<file path="src/rtl/seg_scan_if.sv">
// Bus between the seg_scan multiplexer and its host/driver side: BCD load
// strobe, display enable, and the 16-bit word stream to the 74HC595 driver.
interface seg_scan_if #(
    parameter int DIGITS = 6
);
    logic [4*DIGITS-1:0] bcd_data;
    logic                bcd_vld;
    logic [DIGITS-1:0]   dp_mask;
    logic                disp_en;
    logic [15:0]         dout;
    logic                dout_vld;
    logic [2:0]          digit_idx;

    modport master (
        output bcd_data, bcd_vld, dp_mask, disp_en,
        input  dout, dout_vld, digit_idx
    );

    modport slave (
        input  bcd_data, bcd_vld, dp_mask, disp_en,
        output dout, dout_vld, digit_idx
    );
endinterface

</file>
<file path="src/rtl/seg_scan.sv">
// Time-multiplexed 7-segment scanner producing {seg, sel} words for a 74HC595 driver.
// Optional macro LEAD_ZERO_BLANK_EN blanks leading zeros (digit 0 always shown).
module seg_scan #(
    parameter int DIGITS   = 6,
    parameter int SCAN_DIV = 50000
) (
    input  logic       clk,
    input  logic       rst,
    seg_scan_if.slave  bus
);

    typedef enum logic [2:0] {IDLE, LOAD, SEND, HOLD, BLANK} state_t;

    localparam int             CNT_W      = $clog2(SCAN_DIV + 1);
    localparam logic [CNT_W-1:0] HOLD_LAST  = CNT_W'(SCAN_DIV - 3);
    localparam logic [CNT_W-1:0] BLANK_VLD  = CNT_W'(1);
    localparam logic [CNT_W-1:0] BLANK_LAST = CNT_W'(SCAN_DIV);
    localparam logic [2:0]     IDX_LAST   = 3'(DIGITS - 1);

    state_t                  state, state_next;
    logic [CNT_W-1:0]        cnt, cnt_next;
    logic [2:0]              idx, idx_next;
    logic                    stop_req, stop_next;
    logic                    vld;
    logic [15:0]             dout_r;
    logic [15:0]             word_load;
    logic [DIGITS-1:0][3:0]  shadow_bcd;
    logic [DIGITS-1:0]       shadow_dp;
    logic [DIGITS-1:0]       lz;

    function automatic logic [7:0] seg_lut(input logic [3:0] d);
        case (d)
            4'd0:    seg_lut = 8'hC0;
            4'd1:    seg_lut = 8'hF9;
            4'd2:    seg_lut = 8'hA4;
            4'd3:    seg_lut = 8'hB0;
            4'd4:    seg_lut = 8'h99;
            4'd5:    seg_lut = 8'h92;
            4'd6:    seg_lut = 8'h82;
            4'd7:    seg_lut = 8'hF8;
            4'd8:    seg_lut = 8'h80;
            4'd9:    seg_lut = 8'h90;
            default: seg_lut = 8'hFF;
        endcase
    endfunction

`ifdef LEAD_ZERO_BLANK_EN
    // Zero run from the top digit down; digit 0 is never part of the run.
    always_comb begin
        logic run;
        lz  = '0;
        run = 1'b1;
        for (int k = DIGITS - 1; k >= 1; k--) begin
            run   = run & (shadow_bcd[k] == 4'd0);
            lz[k] = run;
        end
    end
`else
    assign lz = '0;
`endif

    // Word for the digit about to be loaded; indexed by idx_next so dout is
    // already valid during the LOAD cycle.
    always_comb begin
        logic [3:0] digit;
        logic       dp_on;
        logic       blank;
        logic [7:0] seg;
        logic [7:0] sel;
        digit = 4'hF;
        dp_on = 1'b0;
        blank = 1'b0;
        for (int k = 0; k < DIGITS; k++) begin
            if (idx_next == 3'(k)) begin
                digit = shadow_bcd[k];
                dp_on = shadow_dp[k];
                blank = lz[k];
            end
        end
        seg = blank ? 8'hFF : seg_lut(digit);
        if (dp_on) seg[7] = 1'b0;
        sel       = 8'hFF ^ (8'h01 << idx_next);
        word_load = {seg, sel};
    end

    // NOTE: every always_comb output gets a default first, so no path leaves
    // a signal unassigned and no latch is inferred.
    always_comb begin
        state_next = state;
        cnt_next   = cnt;
        idx_next   = idx;
        stop_next  = stop_req;
        vld        = 1'b0;
        case (state)
            IDLE: begin
                stop_next = 1'b0;
                idx_next  = '0;
                cnt_next  = '0;
                if (bus.disp_en) state_next = LOAD;
            end
            LOAD: begin
                if (!bus.disp_en) stop_next = 1'b1;
                state_next = SEND;
            end
            SEND: begin
                vld      = 1'b1;
                cnt_next = '0;
                if (!bus.disp_en) stop_next = 1'b1;
                state_next = HOLD;
            end
            HOLD: begin
                if (!bus.disp_en) stop_next = 1'b1;
                if (cnt == HOLD_LAST) begin
                    cnt_next = '0;
                    if (stop_req || !bus.disp_en) begin
                        state_next = BLANK;
                        idx_next   = '0;
                    end else begin
                        state_next = LOAD;
                        idx_next   = (idx == IDX_LAST) ? 3'd0 : idx + 3'd1;
                    end
                end else begin
                    cnt_next = cnt + 1'b1;
                end
            end
            BLANK: begin
                // Cycle 0 mirrors LOAD, cycle 1 mirrors SEND, then SCAN_DIV-1 wait.
                stop_next = 1'b0;
                vld       = (cnt == BLANK_VLD);
                if (cnt == BLANK_LAST) begin
                    cnt_next   = '0;
                    state_next = IDLE;
                end else begin
                    cnt_next = cnt + 1'b1;
                end
            end
            default: state_next = IDLE;
        endcase
    end

    // NOTE: sequential state uses non-blocking assignments only; the shadow
    // register is reset too so the first word after reset is deterministic.
    always_ff @(posedge clk) begin
        if (rst) begin
            state      <= IDLE;
            cnt        <= '0;
            idx        <= '0;
            stop_req   <= 1'b0;
            dout_r     <= 16'hFFFF;
            shadow_bcd <= '0;
            shadow_dp  <= '0;
        end else begin
            state    <= state_next;
            cnt      <= cnt_next;
            idx      <= idx_next;
            stop_req <= stop_next;
            if (bus.bcd_vld) begin
                shadow_bcd <= bus.bcd_data;
                shadow_dp  <= bus.dp_mask;
            end
            if (state_next == LOAD)
                dout_r <= word_load;
            else if (state_next == BLANK && state != BLANK)
                dout_r <= 16'hFFFF;
        end
    end

    assign bus.dout      = dout_r;
    assign bus.dout_vld  = vld;
    assign bus.digit_idx = idx;

endmodule

</file>
<file path="src/flat_wrapper.sv">
// flat-port wrapper written by rule: the top's interface ports become plain ports
module seg_scan_flat 
#(
    parameter int DIGITS   = 6,
    parameter int SCAN_DIV = 50000
)
  (clk, rst, bus_bcd_data, bus_bcd_vld, bus_dp_mask, bus_disp_en, bus_dout, bus_dout_vld, bus_digit_idx);
  seg_scan_if #(.DIGITS(DIGITS)) bus_i ();
  input  logic clk;
  input  logic rst;
  input wire logic [$bits(bus_i.bcd_data)-1:0] bus_bcd_data;
  input wire logic [$bits(bus_i.bcd_vld)-1:0] bus_bcd_vld;
  input wire logic [$bits(bus_i.dp_mask)-1:0] bus_dp_mask;
  input wire logic [$bits(bus_i.disp_en)-1:0] bus_disp_en;
  output wire logic [$bits(bus_i.dout)-1:0] bus_dout;
  output wire logic [$bits(bus_i.dout_vld)-1:0] bus_dout_vld;
  output wire logic [$bits(bus_i.digit_idx)-1:0] bus_digit_idx;
  assign bus_i.bcd_data = bus_bcd_data;
  assign bus_i.bcd_vld = bus_bcd_vld;
  assign bus_i.dp_mask = bus_dp_mask;
  assign bus_i.disp_en = bus_disp_en;
  assign bus_dout = bus_i.dout;
  assign bus_dout_vld = bus_i.dout_vld;
  assign bus_digit_idx = bus_i.digit_idx;
  seg_scan #(.DIGITS(DIGITS), .SCAN_DIV(SCAN_DIV)) u_core (.clk(clk), .rst(rst), .bus(bus_i));
endmodule
</file>
<file path="config.mk">
export PLATFORM = sky130hd
export DESIGN_NAME = seg_scan_flat
export DESIGN_NICKNAME = d
export VERILOG_FILES = /design/src/rtl/seg_scan_if.sv /design/src/rtl/seg_scan.sv /design/src/flat_wrapper.sv
export SDC_FILE = /design/constraint.sdc
export NUM_CORES = 1
export LEC_CHECK = 0
export CAP_MARGIN = 20
export CORE_UTILIZATION = 51
export CTS_BUF_LIST = sky130_fd_sc_hd__clkbuf_8
export DETAILED_ROUTE_END_ITERATION = 12
export GPL_ROUTABILITY_DRIVEN = 0
export GPL_TIMING_DRIVEN = 1
export HOLD_SLACK_MARGIN = 0.08
export PLACE_DENSITY = 0.81
export SYNTH_ARGS = -nofsm -noshare
export SYNTH_HDL_FRONTEND = slang
export SYNTH_SLANG_ARGS = --single-unit
</file>
<file path="constraint.sdc">
create_clock -name clk -period 2.79 [get_ports clk]
set_input_delay 0.558 -clock clk [delete_from_list [all_inputs] [get_ports clk]]
set_output_delay 0.558 -clock clk [all_outputs]
set_load 0.1 [all_outputs]
</file>
-- Word-level counts from Yosys, hierarchy flattened
Memory sizes are Yosys's and may differ from the RTL's.
Cells that the tools add are included.
W data, S select, Z words.
- memories: 1
- output and inout port bits: 20
- latch bits: 0
- ROM bits: 112
- memory bits (writable): 0
- register bits: 69
- memory list (memory ; depth ; bits a word ; read ports ; clocked after memory_dff ; wr ports ; RTL line ; RTL):
    (name not given) ; 16 ; 7 ; 1 ; 0 ; 0 ; seg_scan.sv:32 ; case (d)
- $mul: 0
- mux-type cells: 30
- shift operators: 1
- $lt $le $gt $ge: 0
- $add $sub $neg: 2
- divide/modulo/power cells: 0
- bitwise logic cells: 1
- equality and inequality tests: 17
- reductions and logical operators: 12
- operators with widths (cell ; count):
    $mux W16 ; 4
    $pmux W16 S3 ; 1
    $eq A16 B16 Y1 const B ; 2
    $mux W4 ; 6
    $mux W3 ; 7
    $add A16 B1 Y16 const B ; 1
    $eq A16 B1 Y1 const B ; 1
    $eq A3 B3 Y1 const B ; 5
    $pmux W3 S5 ; 1
    $eq A3 B2 Y1 const B ; 4
    $eq A3 B1 Y1 const B ; 3
    $mux W1 ; 8
    $not A8 Y8 ; 1
    $shl A1 B3 Y8 const A ; 1
    $logic_not A3 Y1 ; 2
    $pmux W3 S2 ; 1
    $pmux W1 S2 ; 2
    $reduce_bool A2 Y1 ; 2
    $reduce_or A2 Y1 ; 2
    $add A3 B1 Y3 const B ; 1
    $ne A3 B3 Y1 const B ; 1
    $reduce_bool A3 Y1 ; 1
    $reduce_or A3 Y1 ; 1
    $ne A2 B2 Y1 const B ; 1
    4 further kinds ; 4

-- Depth between registers and ports, before layout
- depth after elaboration: 14
- depth in mapped cells: 16
- mapped depth without buffers: 14

-- Worst setup path before layout
Ideal clock, no wire load.
- path type: reg-to-reg
- start: register u_core.idx[0], in the netlist u_core.bus.digit_idx[0]
- end: register u_core.dout_r[13], in the netlist u_core.bus.dout[13]
- cell stages (with the launch flop): 13
- arrival: 3.281 ns
- setup slack: -0.629 ns
- period minus slack after synthesis: 3.419 ns
- path buffers: 1
- library setup time: 0.138 ns
- cell sequence: dfxtp_1 > or3b_1 > a211oi_2 > a21oi_1 > a21o_1 > buf_6 > nor2_1 > a32o_1 > inv_1 > ha_1 > nor3_1 > nand2b_1 > a21oi_2
- longest elaborated chain between the ends: 14
- elaborated cells on any way between the ends: 20
- classes of those cells: 1 x add/sub; 6 x eq/ne; 11 x mux; 1 x reduce/logical; 1 x memory
- RTL lines (element ; RTL line ; RTL):
    from (decl) ; seg_scan.sv:22 ; logic [2:0] idx, idx_next;
    from (signal assigned) ; seg_scan.sv:155 ; idx <= idx_next;
    $add A3 B1 Y3 / $eq A3 B3 Y1 (equally long branches) ; seg_scan.sv:120 ; idx_next = (idx == IDX_LAST) ? 3'd0 : idx + 3'd1;
    $mux W3 ; seg_scan.sv:120 ;
    $mux W3 ; seg_scan.sv:115 ; if (stop_req || !bus.disp_en) begin
    $mux W3 ; seg_scan.sv:113 ; if (cnt == HOLD_LAST) begin
    $pmux W3 S2 * ; seg_scan.sv:94 ; case (state)
    $logic_not A3 Y1 ; seg_scan.sv:74 ; if (idx_next == 3'(k)) begin
    $mux W4 (5 in a row) ; seg_scan.sv:74 ;
    $mux W4 * ; seg_scan.sv:74 ;
    $mem_v2 Z16 W7 * ; n/a ;
    $mux W16 * ; seg_scan.sv:161 ; if (state_next == LOAD)
    to (signal assigned) ; seg_scan.sv:162 ; dout_r <= word_load;
    to (decl) ; seg_scan.sv:25 ; logic [15:0] dout_r;
Mark *: on every way between the ends. The rest lies on a longest branch, timed or not.
A chain may end at the register's enable or synchronous reset.

-- Final worst setup path
- start: register u_core.idx[0], in the netlist u_core.bus.digit_idx[0]
- end: register u_core.dout_r[8], in the netlist u_core.bus.dout[8]
The elaborated chain is that of the path after synthesis.

==> out/metrics.yaml <==
synth_edf_count: 0
crit_required_ns: 3.08
start_kind: "register"
die_area_um2: 7283
synth.avg_cell_area_um2: 9.082
die_w_um: 85.34
min_path_type: "reg -> reg"
drtIter0Drc: 271
path_clk_slew_ns: 0.07
vias_per_cell: 5.904
crit_start: "u_core.bus.digit_idx[0]"
reg2reg_from: "u_core.bus.digit_idx[0]"
start_util_pct: 52.43
ys_types: 72
synth_area_leaders: "dfxtp_1 (39%), mux2i_1 (10%), nor2_1 (7.5%)"
ys_seq_area_share_pct: 39.00
drc: 0
maxCapViolCount: 0
tightestPinTransition_ns: 0.8943
grt_pass1_vias: 3022
fin_setup_tns_ns: 0
drt.antenna.violating_nets: 0
grt_pass1_wl_mm: 14.45
power_mw: 2.404
setup_viol: 0
ys_warn_count: 0
powerDensity_nw_per_um2: 486.0
worst-path-max-fanout: 7
grt.overflow.total: 0
place_hpwl_mm: 6.424
slew_viol_final: 0
n_fill_cell: 429
io_pins: 54
antenna_found_initial: 0
placed_cells: 544
fin_nets: 535
via_count: 3430
io_buffers: 53
drive_above_1_share_pct: 33.53
leakagePower_nw: 2.055
fin_crit_ns: 2.771
ctsHtreeMaxLevel: 3
grt_usage_pct: 25.48
finalCritPeriodShare_pct: 99.32
critical_path.endpoint: "u_core.bus.dout[8]"
cts_root_buffer: "clkbuf_8"
synth_seq_cells: 69
layoutNonFillerInstCount: 581
ys.flop_type: "dfxtp_1"
syn-num-nets: 428
end_kind: "register"
regToRegEndpoint: "u_core.bus.dout[8]"
diodes: 0
cts_tree: "yes"
rsz0062_at_grt: "yes"
cp.arrival_ns: 3.06
fmax_ghz: 0.3609
r2r_slack_ns: 0.02
peakVddDrop_mv: 0.4260
cts.sinks: 69
syn2layout_area_growth_pct: 39.67
r2r_cells: 10
cts_max_path_buffers: 2
worstSetupPathType: "reg -> reg"
dr.pass1.iters: 5
hold_violations: 0
synth_area_leader_cell: "dfxtp_1"
status: "finished, final reports clean"
numCtsBuffers: 9
dieHeight_um: 85.34
timing.slew.headroom_pct: 40.38
mostFrequentLayoutCell: "buf_4"
finClkSkew_ns: 0.01621
synth_top_area_share_pct: 39.00
syn_area_um2: 3542
core_area_um2: 6756
clk_latency_ns: 0.36
core.rowCount: 30
wl_per_cell_um: 17.87
hold_buffers: 0
grt_max_degree: 31
final_cell_mix: "buf_4 (77), nor2_1 (68), dfxtp_1 (62)"
wl_mm: 10.38
async_flop_share_pct: 0
syn_inst: 390
-- what timing repair did --
action | in CTS | in global routing
gates resized for setup | 15 | 33
cloned | 0 | 0
buffers inserted | 2 | 20
setup endpoints to repair | 8 | 7
pin swaps | 7 | 27
-- critical path: stages, from the launching register on --
cell      delay, ns
dfxtp_4        0.39
or3b_4         0.40
a211oi_4       0.36
a21oi_4        0.11
a21o_1         0.22
buf_6          0.13
or3_4          0.32
a32o_2         0.33
o211ai_4       0.24
o21ai_2        0.08
a21oi_1        0.12
-- kinds of logic after synthesis --
group | Yosys count | synth area share (%)
and+or+nand+nor | 163 | 24.44
AOI/OAI and AO/OA | 70 | 15.86
DFF | 69 | 39.00
muxes | 37 | 10.49
buffers and inverters | 32 | 5.086
xor gates and xnor gates | 15 | 3.709
adders and majority gates | 4 | 1.413
-- routing by layer --
layer | global-route usage [%] | wire length, um | vias up
met5 | 0 | 0 | -
met4 | 7.576 | 342 | 0
met3 | 6.907 | 588 | 32
met2 | 40.62 | 5003 | 160
met1 | 33.92 | 4448 | 1635
li1 | - | - | 1603
-- synthesized netlist by cell type (3+ instances only) --
cell type  count
nand2_2        3
a32o_1         3
nand4_1        7
nand3_1        8
xnor2_1        4
o21ai_2        3
a21o_1         4
o21ai_0        5
nand2_1       13
o22ai_1        4
xor2_1        11
and3_1         6
or2_2          6
buf_1          3
nor4_1         4
ha_1           4
mux2i_1       36
nor2_1        71
inv_1         10
or3_1          3
nand2b_1       5
a31oi_1        4
a21boi_0       4
and2_1         4
o21a_1         3
dfxtp_1       69
and4_1         4
buf_6          6
nor3_1        10
clkbuf_1      10
a21oi_1       14
o211ai_1       3
-- stage by stage --
step	hold slack, ns	utilization (%)	setup slack, ns	instance area, um2
finish	0.4692	73.22	0.01895	4947
global route	0.4850	73.22	-0.09187	4947
CTS	0.4717	68.43	0.009395	4623
detailed placement	0.4435	64.24	-0.6455	4340
global placement	0.4329	64.24	-0.4951	4340
floorplan	0.4532	-	-0.0001346	3572
-- flip-flops by register name, summed over array words and instances (netlist names) --
name                  cells
u_core.bus.digit_idx      3
u_core.bus.dout          16
u_core.cnt               16
u_core.shadow_bcd        24
u_core.shadow_dp          6
u_core.state              3
u_core.stop_req           1
-- area by class of cell --
type | count | area, um2 | area share, %
Clock inverter | 6 | 87.58 | 1.770
Tap cell | 80 | 100.1 | 2.023
Clock buffer | 9 | 123.9 | 2.504
Multi-Input combinational cell | 289 | 2182 | 44.11
Inverter | 10 | 37.54 | 0.7587
Timing Repair Buffer | 118 | 1018 | 20.59
Sequential cell | 69 | 1398 | 28.25
-- worst min path at each step --
stage | startpoint | to | slack [ns] | cells past startpoint
after CTS | u_core.bus.dout[6] | u_core.bus.dout[6] | 0.47 | 1
final | u_core.bus.dout[6] | u_core.bus.dout[6] | 0.47 | 1
after global placement | u_core.bus.dout[6] | u_core.bus.dout[6] | 0.43 | 1
after global routing | u_core.bus.dout[10] | u_core.bus.dout[10] | 0.49 | 1
after detailed placement | u_core.bus.dout[6] | u_core.bus.dout[6] | 0.44 | 1
after floorplan | u_core.shadow_bcd[15] | u_core.shadow_bcd[15] | 0.45 | 2
-- report_power, final --
part	internal [mW]	switching, mW	leakage, nW
clock	0.498	0.401	0.106
sequential	1.03	0.0345	0.569
combinational	0.173	0.270	1.38
No activity file was read; power rests on OpenSTA's default activity.
